File: config.mk
export PLATFORM = sky130hd
export DESIGN_NAME = rxshift
export DESIGN_NICKNAME = d
export VERILOG_FILES = /design/src/rtl/usrt_pkg.sv /design/src/rtl/usrt_sync.sv /design/src/rtl/rxshift.sv
export SDC_FILE = /design/constraint.sdc
export NUM_CORES = 1
export LEC_CHECK = 0
export ABC_AREA = 1
export BUFFER_PORTS_ARGS = -buffer_cell sky130_fd_sc_hd__buf_4
export CAP_MARGIN = 5
export CORE_ASPECT_RATIO = 1.5
export CORE_UTILIZATION = 27
export CTS_CLUSTER_DIAMETER = 200
export DETAILED_ROUTE_END_ITERATION = 7
export SLEW_MARGIN = 20
export SYNTH_ARGS = -nofsm -noshare
export SYNTH_HDL_FRONTEND = slang
export SYNTH_HIERARCHICAL = 1
export SYNTH_SLANG_ARGS = --single-unit
File: constraint.sdc
create_clock -name i_Pclk -period 4.1 [get_ports i_Pclk]
set_input_delay 0 -clock i_Pclk [delete_from_list [all_inputs] [get_ports i_Pclk]]
set_output_delay 0 -clock i_Pclk [all_outputs]
set_load 0.1 [all_outputs]
File: src/rtl/usrt_pkg.sv
// Shared USRT link definitions: FSM state encodings and frame geometry.
// State encodings are common to the tx and rx shift registers.
package usrt_pkg;

  localparam int DATA_BITS = 8;

  typedef enum logic [1:0] {
    S_IDLE  = 2'd0,
    S_START = 2'd1,
    S_DATA  = 2'd2,
    S_STOP  = 2'd3
  } usrt_state_e;

endpackage

File: src/rtl/usrt_sync.sv
// Multi-flop synchroniser with a registered level and a one-cycle falling-edge pulse.
// Level and pulse both appear STAGES+1 cycles after the input changes, so two instances stay aligned.
module usrt_sync #(
  parameter int   STAGES  = 2,
  parameter logic RST_VAL = 1'b0
) (
  input  logic clk_i,
  input  logic rst_ni,
  input  logic d_i,
  output logic lvl_o,
  output logic fall_o
);

  logic [STAGES-1:0] stg_q;
  logic              prev_q;
  logic              fall_q;

  always_ff @(posedge clk_i or negedge rst_ni) begin
    if (!rst_ni) begin
      stg_q  <= {STAGES{RST_VAL}};
      prev_q <= RST_VAL;
      fall_q <= 1'b0;
    end else begin
      stg_q  <= {stg_q[STAGES-2:0], d_i};
      prev_q <= stg_q[STAGES-1];
      fall_q <= prev_q & ~stg_q[STAGES-1];
    end
  end

  assign lvl_o  = prev_q;
  assign fall_o = fall_q;

endmodule

File: src/rtl/rxshift.sv
// USRT receive shift register: samples the line on each synchronised i_Bclk fall, single i_Pclk domain.
// Byte commits SYNC_STAGES+2 cycles after the stop-bit fall; no backpressure, an unread byte is overwritten and flagged.
module rxshift #(
  parameter int SYNC_STAGES = 2,
  parameter int DATA_BITS   = usrt_pkg::DATA_BITS
) (
  input  logic                 i_Pclk,
  input  logic                 i_Rst_n,
  input  logic                 i_Bclk,
  input  logic                 i_Rx_Serial,
  input  logic                 i_Read,
  output logic [DATA_BITS-1:0] o_Data,
  output logic                 o_Data_Valid,
  output logic                 o_Pready,
  output logic                 o_Frame_Err,
  output logic                 o_Overrun
);

  import usrt_pkg::*;

  localparam int IW = $clog2(DATA_BITS);
  localparam logic [IW-1:0] LAST_IDX = IW'(DATA_BITS - 1);

  logic sample;
  logic rx;
  logic bclk_lvl_unused;
  logic rx_fall_unused;

  usrt_sync #(.STAGES(SYNC_STAGES), .RST_VAL(1'b0)) u_sync_bclk (
    .clk_i  (i_Pclk),
    .rst_ni (i_Rst_n),
    .d_i    (i_Bclk),
    .lvl_o  (bclk_lvl_unused),
    .fall_o (sample)
  );

  usrt_sync #(.STAGES(SYNC_STAGES), .RST_VAL(1'b1)) u_sync_rx (
    .clk_i  (i_Pclk),
    .rst_ni (i_Rst_n),
    .d_i    (i_Rx_Serial),
    .lvl_o  (rx),
    .fall_o (rx_fall_unused)
  );

  usrt_state_e          state_q, state_d;
  logic [IW-1:0]        idx_q, idx_d;
  logic [DATA_BITS-1:0] shift_q, shift_d;
  logic [DATA_BITS-1:0] data_q, data_d;
  logic                 valid_q, valid_d;
  logic                 pready_q, pready_d;
  logic                 ferr_q, ferr_d;
  logic                 ovr_q, ovr_d;
  logic                 commit;

  always_ff @(posedge i_Pclk or negedge i_Rst_n) begin
    if (!i_Rst_n) begin
      state_q  <= S_IDLE;
      idx_q    <= '0;
      shift_q  <= '0;
      data_q   <= '0;
      valid_q  <= 1'b0;
      pready_q <= 1'b0;
      ferr_q   <= 1'b0;
      ovr_q    <= 1'b0;
    end else begin
      state_q  <= state_d;
      idx_q    <= idx_d;
      shift_q  <= shift_d;
      data_q   <= data_d;
      valid_q  <= valid_d;
      pready_q <= pready_d;
      ferr_q   <= ferr_d;
      ovr_q    <= ovr_d;
    end
  end

  always_comb begin
    state_d = state_q;
    idx_d   = idx_q;
    shift_d = shift_q;
    commit  = 1'b0;
    case (state_q)
      S_IDLE: begin
        if (sample && !rx) begin
          state_d = S_DATA;
          idx_d   = '0;
        end
      end
      S_DATA: begin
        if (sample) begin
          shift_d[idx_q] = rx;
          if (idx_q == LAST_IDX) begin
            state_d = S_STOP;
          end else begin
            idx_d = idx_q + IW'(1);
          end
        end
      end
      S_STOP: begin
        if (sample) begin
          commit  = 1'b1;
          state_d = S_IDLE;
        end
      end
      default: state_d = S_IDLE;
    endcase
  end

  // A read in the commit cycle consumes the old byte, so it suppresses overrun.
  always_comb begin
    data_d   = data_q;
    valid_d  = valid_q;
    ferr_d   = ferr_q;
    ovr_d    = ovr_q;
    pready_d = i_Read;
    if (i_Read) begin
      valid_d = 1'b0;
      ovr_d   = 1'b0;
    end
    if (commit) begin
      data_d  = shift_q;
      valid_d = 1'b1;
      ferr_d  = ~rx;
      if (valid_q && !i_Read) begin
        ovr_d = 1'b1;
      end
    end
  end

  assign o_Data       = data_q;
  assign o_Data_Valid = valid_q;
  assign o_Pready     = pready_q;
  assign o_Frame_Err  = ferr_q;
  assign o_Overrun    = ovr_q;

endmodule

==> flow_metrics.tcl, run 1 <==
set metrics [dict create \
    powerDensity_mw_per_mm2 754 \
    drc 0 \
    setup_tns_ps 0 \
    p_leak_nw 0.811 \
    setup_viol 0 \
    dieWidth_um 59.4 \
    p_total_mw 1.23 \
    drv_slew 0 \
    clk_latency_ps 280 \
    final_cells 235 \
    postRouteAntennaNets 0 \
    clkTransAtPathRegs_ps 60 \
    worst_path_max_delay_cell "nand3_1" \
    cts.path.max_buffers 2 \
    cap_violations 0 \
    avgSynthCellArea_um2 9.13 \
    core_mm2 0.00477 \
    vdd_ir_drop_max_mv 0.186 \
    worstSetupStartpointType "flip-flop" \
    period_share_pct 36.2 \
    area_growth_pct 22.1 \
    max_slew_margin_pct 52.6 \
    rsz0062_at_grt "false" \
    dieArea_mm2 0.00523 \
    status "complete, no violations" \
    cts_root_buf "clkbuf_8" \
    crit_chain "nand3_1 -> nand2_1 -> o21ai_1" \
    dp_worst_setup_slack_ps 2610 \
    slowest_delay_ps 570 \
    finalWorstSetupSlack_ps 2610 \
    grt_pass1_vias 883 \
    drt-initial-drc-count 33 \
    start_util_pct 27.9 \
    crit_fanout 20 \
    tritoncts "yes" \
    routed_wl_um 2240 \
    via_per_inst 4.15 \
    finClkSkew_ps 4.12 \
    post_cts_buffers 0 \
    end_kind "flip-flop" \
    die_y_um 88.0 \
    insertedDiodeCount 0 \
    grt_pass1_wl_um 4110 \
    drive_gt1_share_pct 18.3 \
    synthCells 146 \
    io_buffers 16 \
    hold_path.class "input pin to asynchronous set/reset pin" \
    gp_congestion 0.753 \
    fin_nets 175 \
    cts-resized-gates 0 \
    row_count 31 \
    cts_buffers 5 \
    tightest_slew_ps 709 \
    wl_per_cell_um 9.54 \
    syn_area_mm2 0.00133 \
    firstDrtPassIters 4 \
    grt_start_max_net_pins 33 \
    h-tree-depth 2 \
    arrival_ps 1630 \
    final_util_pct 34.1 \
    hold_buffers 4 \
    track_usage_pct 10.8 \
    dp_cells 223 \
    gr-total-overflow 0 \
    required_ps 4240 \
    finalCriticalPeriod_ps 1490 \
    hold_viol 0 \
    dr_total_vias 976 \
    yosysWarnings 6 \
    fmax_ghz 0.673 \
    setup.worst_path.class "flip-flop to flip-flop" \
    dpl.hpwl_um 1630 \
    syn-num-nets 153 \
    cts.sinks 32 \
    num_io_pins 17 \
    antenna_found_initial 0 \
]
==> area by class of cell <==
class	instances	area (µm²)
clock buffer	7	76.3
clock inverter	1	5.00
fill	511	3140
inverter	20	75.1
multi-input combinational	89	423
sequential	32	805
tap	66	82.6
timing repair buffer	20	160
==> critical path, delay by kind of cell (launching register included) <==
| family | cells | cell delay [ps] |
|---|---|---|
| simple gates | 2 | 770 |
| flops | 1 | 490 |
| compound gates | 1 | 90 |
==> registers in the layout, summed over array words and instances (netlist names) <==
register and flops:
u_sync_bclk/lvl_o 1, state_q 2, o_Overrun 1, u_sync_rx/lvl_o 1, o_Frame_Err 1, idx_q 3, u_sync_rx/stg_q 2, o_Data 8
u_sync_bclk/fall_o 1, o_Data_Valid 1, o_Pready 1, u_sync_bclk/stg_q 2, shift_q 8
==> cell usage in the layout, fill, tap and decap left out, types with 3 or more instances in the layout <==
cell,n
buf_4,16
clkbuf_8,5
dfrtp_1,29
dfstp_2,3
dlygate4sd3_1,4
inv_1,19
nand2_1,45
nand3_1,8
nand4_1,7
nor2_1,6
o21ai_0,4
o21ai_1,12
==> routing by layer <==
metal / GRT usage, % / vias up / share of wire, %
met5: 0 / - / 0
met4: 7.14 / 0 / 3.0
met3: 3.55 / 5 / 3.5
met2: 16.1 / 14 / 51
met1: 12.9 / 452 / 43
li1: - / 505 / -
==> through the flow <==
step | hold slack, ps | cell area, µm²
CTS | 201 | 1630
floorplan | -296 | 1330
finish | 186 | 1630
global placement | -35.6 | 1510
global route | 236 | 1630
detailed placement | -37.6 | 1510
==> report_power, final <==
group	internal (mW)	switching, mW
sequential	0.401	0.0706
clock	0.119	0.107
combinational	0.132	0.396
==> path summary, 6_finish.rpt <==
path | cells past startpoint | endpoint | startpoint | slack (ps)
setup / recovery | 3 | o_Data[1] | state_q[1] | 2610
hold / removal | 2 | o_Data[3] | i_Rst_n | 190
setup reg to reg | 3 | o_Data[1] | state_q[1] | 2610
hold reg to reg | 0 | u_sync_rx/lvl_o | u_sync_rx/stg_q[1] | 360
max in group asynchronous | 2 | u_sync_rx/lvl_o | i_Rst_n | 3580
min in group i_Pclk | 0 | u_sync_rx/lvl_o | u_sync_rx/stg_q[1] | 360
(Power assumes the default switching activity.)
==> run 2: changes to the inputs <==
--- a/config.mk
+++ b/config.mk
@@ -5,7 +5,7 @@
 export SDC_FILE = /design/constraint.sdc
 export NUM_CORES = 1
 export LEC_CHECK = 0
-export ABC_AREA = 1
+export ABC_AREA = 0
 export BUFFER_PORTS_ARGS = -buffer_cell sky130_fd_sc_hd__buf_4
 export CAP_MARGIN = 5
 export CORE_ASPECT_RATIO = 1.5
==> constraint.sdc (replaced) <==
create_clock -name i_Pclk -period 1.55 [get_ports i_Pclk]
set_input_delay 0 -clock i_Pclk [delete_from_list [all_inputs] [get_ports i_Pclk]]
set_output_delay 0 -clock i_Pclk [all_outputs]
set_load 0.1 [all_outputs]
==> flow_metrics.tcl, run 2 <==
set metrics [dict create \
    status "complete, no violations" \
    hold_path.class "input pin to asynchronous set/reset pin" \
    arrival_ps 1640 \
    powerDensity_mw_per_mm2 1860 \
    wl_per_cell_um 11.3 \
    end_kind "flip-flop" \
    track_usage_pct 9.61 \
    layout_common_cells "dfrtp_1 (28), buf_4 (19), mux2_2 (13)" \
    syn-num-nets 97 \
    use_met2_pct 15.3 \
    grt_pass1_wl_um 3510 \
    hold_viol 0 \
    grt_use_met3_pct 4.48 \
    p_leak_nw 0.764 \
    avgSynthCellArea_um2 14.2 \
    vdd_ir_drop_max_mv 0.912 \
    io_buffers 16 \
    cap_violations 0 \
    final_cells 179 \
    gr-max-usage-layer "met2" \
    dpl.hpwl_um 1380 \
    p_clk_share_pct 19.3 \
    fmax_ghz 0.677 \
    period_share_pct 95.3 \
    max_slew_margin_pct 74.5 \
    hold_slack_ps 184 \
    post_cts_buffers 0 \
    dp_cells 168 \
    setup_viol 0 \
    h-tree-depth 2 \
    combPwrFrac_pct 38.4 \
    dieArea_mm2 0.00504 \
    clkTransAtPathRegs_ps 60 \
    sw_frac_of_total_pct 40.5 \
    final_common_cell "dfrtp_1" \
    gr-total-overflow 0 \
    grt_pass1_vias 811 \
    routed_wl_um 2020 \
    worstSetupStartpointType "flip-flop" \
    die_y_um 86.4 \
    seq_power_share_pct 42.3 \
    clk_latency_ps 280 \
    finalCriticalPeriod_ps 1480 \
    insertedDiodeCount 0 \
    syn_area_mm2 0.00128 \
    cts_buffers 5 \
    fillerInstances 449 \
    rsz0062_at_grt "true" \
    setup.worst_path.class "flip-flop to flip-flop" \
    crit_fanout 5 \
    core_mm2 0.00454 \
    required_ps 1710 \
    postRouteAntennaNets 0 \
    p_total_mw 2.99 \
    drc 0 \
    grt_start_max_net_pins 33 \
    via_per_inst 4.28 \
    dieWidth_um 58.3 \
    grt_use_met1_pct 10.5 \
    area_growth_pct 25.4 \
    p_sw_mw 1.21 \
    yosysWarnings 6 \
    gp_congestion 0.739 \
    drive_gt1_share_pct 40.0 \
    cts_root_buf "clkbuf_8" \
    firstDrtPassIters 2 \
    cts.sinks 32 \
    synthCells 90 \
    tightest_slew_ps 383 \
    row_count 30 \
    tritoncts "yes" \
    drv_slew 0 \
    p_int_mw 1.78 \
    dr_total_vias 766 \
    antenna_found_initial 0 \
    finClkSkew_ps 5.96 \
    cts.path.max_buffers 2 \
    num_io_pins 17 \
    start_util_pct 28.2 \
    drt-initial-drc-count 12 \
    fin_nets 122 \
]
## run 2: power groups by stage
stage | logic, mW | clock network (mW) | registers [mW]
after global placement | 1.12 | 0 | 1.26
after detailed placement | 1.14 | 0 | 1.27
after CTS | 1.15 | 0.597 | 1.26
after global routing | 1.23 | 0.631 | 1.31
after floorplan | 0.480 | 0 | 1.69
final | 1.15 | 0.577 | 1.26
## run 2: final cells by class
type,count,area [µm²],area share (%)
repair buffers,23,183,11.4
clock buffers,6,72.6,4.51
clock inverters,1,5.00,0.311
flip-flops and latches,32,806,50.1
multi-input cells,51,454,28.2
inverters,2,7.51,0.467
well taps,64,80.1,4.98
## run 2: timing repair
| action | 4_1_cts | 5_1_grt |
|---|---|---|
| hold buffers | 4 | 0 |
| gates resized for setup | 0 | 3 |
| endpoints found under the hold margin | 37 | 0 |
| endpoints found under the setup margin | 0 | 1 |
## run 2: stage by stage
step                      setup slack (ps)  TNS [ps]  cell area, µm²  util (%)
final                                 72.4         0            1610      35.4
after floorplan                        158         0            1280         -
after global routing                 -12.4     -25.6            1610      35.4
after global placement                 123         0            1480      32.5
after detailed placement              44.3         0            1480      32.5
after CTS                             5.07         0            1590      35.1
## run 2: worst paths after layout
| check | to | start | slack (ps) | depth (start not counted) |
|---|---|---|---|---|
| worst max-delay path | idx_q[0] | idx_q[0] | 70 | 5 |
| min in group i_Pclk | u_sync_rx/stg_q[1] | u_sync_rx/stg_q[0] | 360 | 0 |
| max in group asynchronous | u_sync_rx/stg_q[0] | i_Rst_n | 1050 | 2 |
| worst min register to register | u_sync_rx/stg_q[1] | u_sync_rx/stg_q[0] | 360 | 0 |
| worst max register to register | idx_q[0] | idx_q[0] | 70 | 5 |
| worst min-delay path | o_Data[7] | i_Rst_n | 180 | 2 |
## run 2: worst max-delay path, stage by stage, from the launching register on
cell	delay [ps]
dfrtp_1	440
ha_1	230
ha_1	200
nand2_1	80
o211ai_2	110
mux2_2	290
## run 2: routing by layer
metal	wire [µm]	share of wire, %
met4	35	1.7
met3	94	4.7
met5	0	0
met1	897	44
met2	992	49
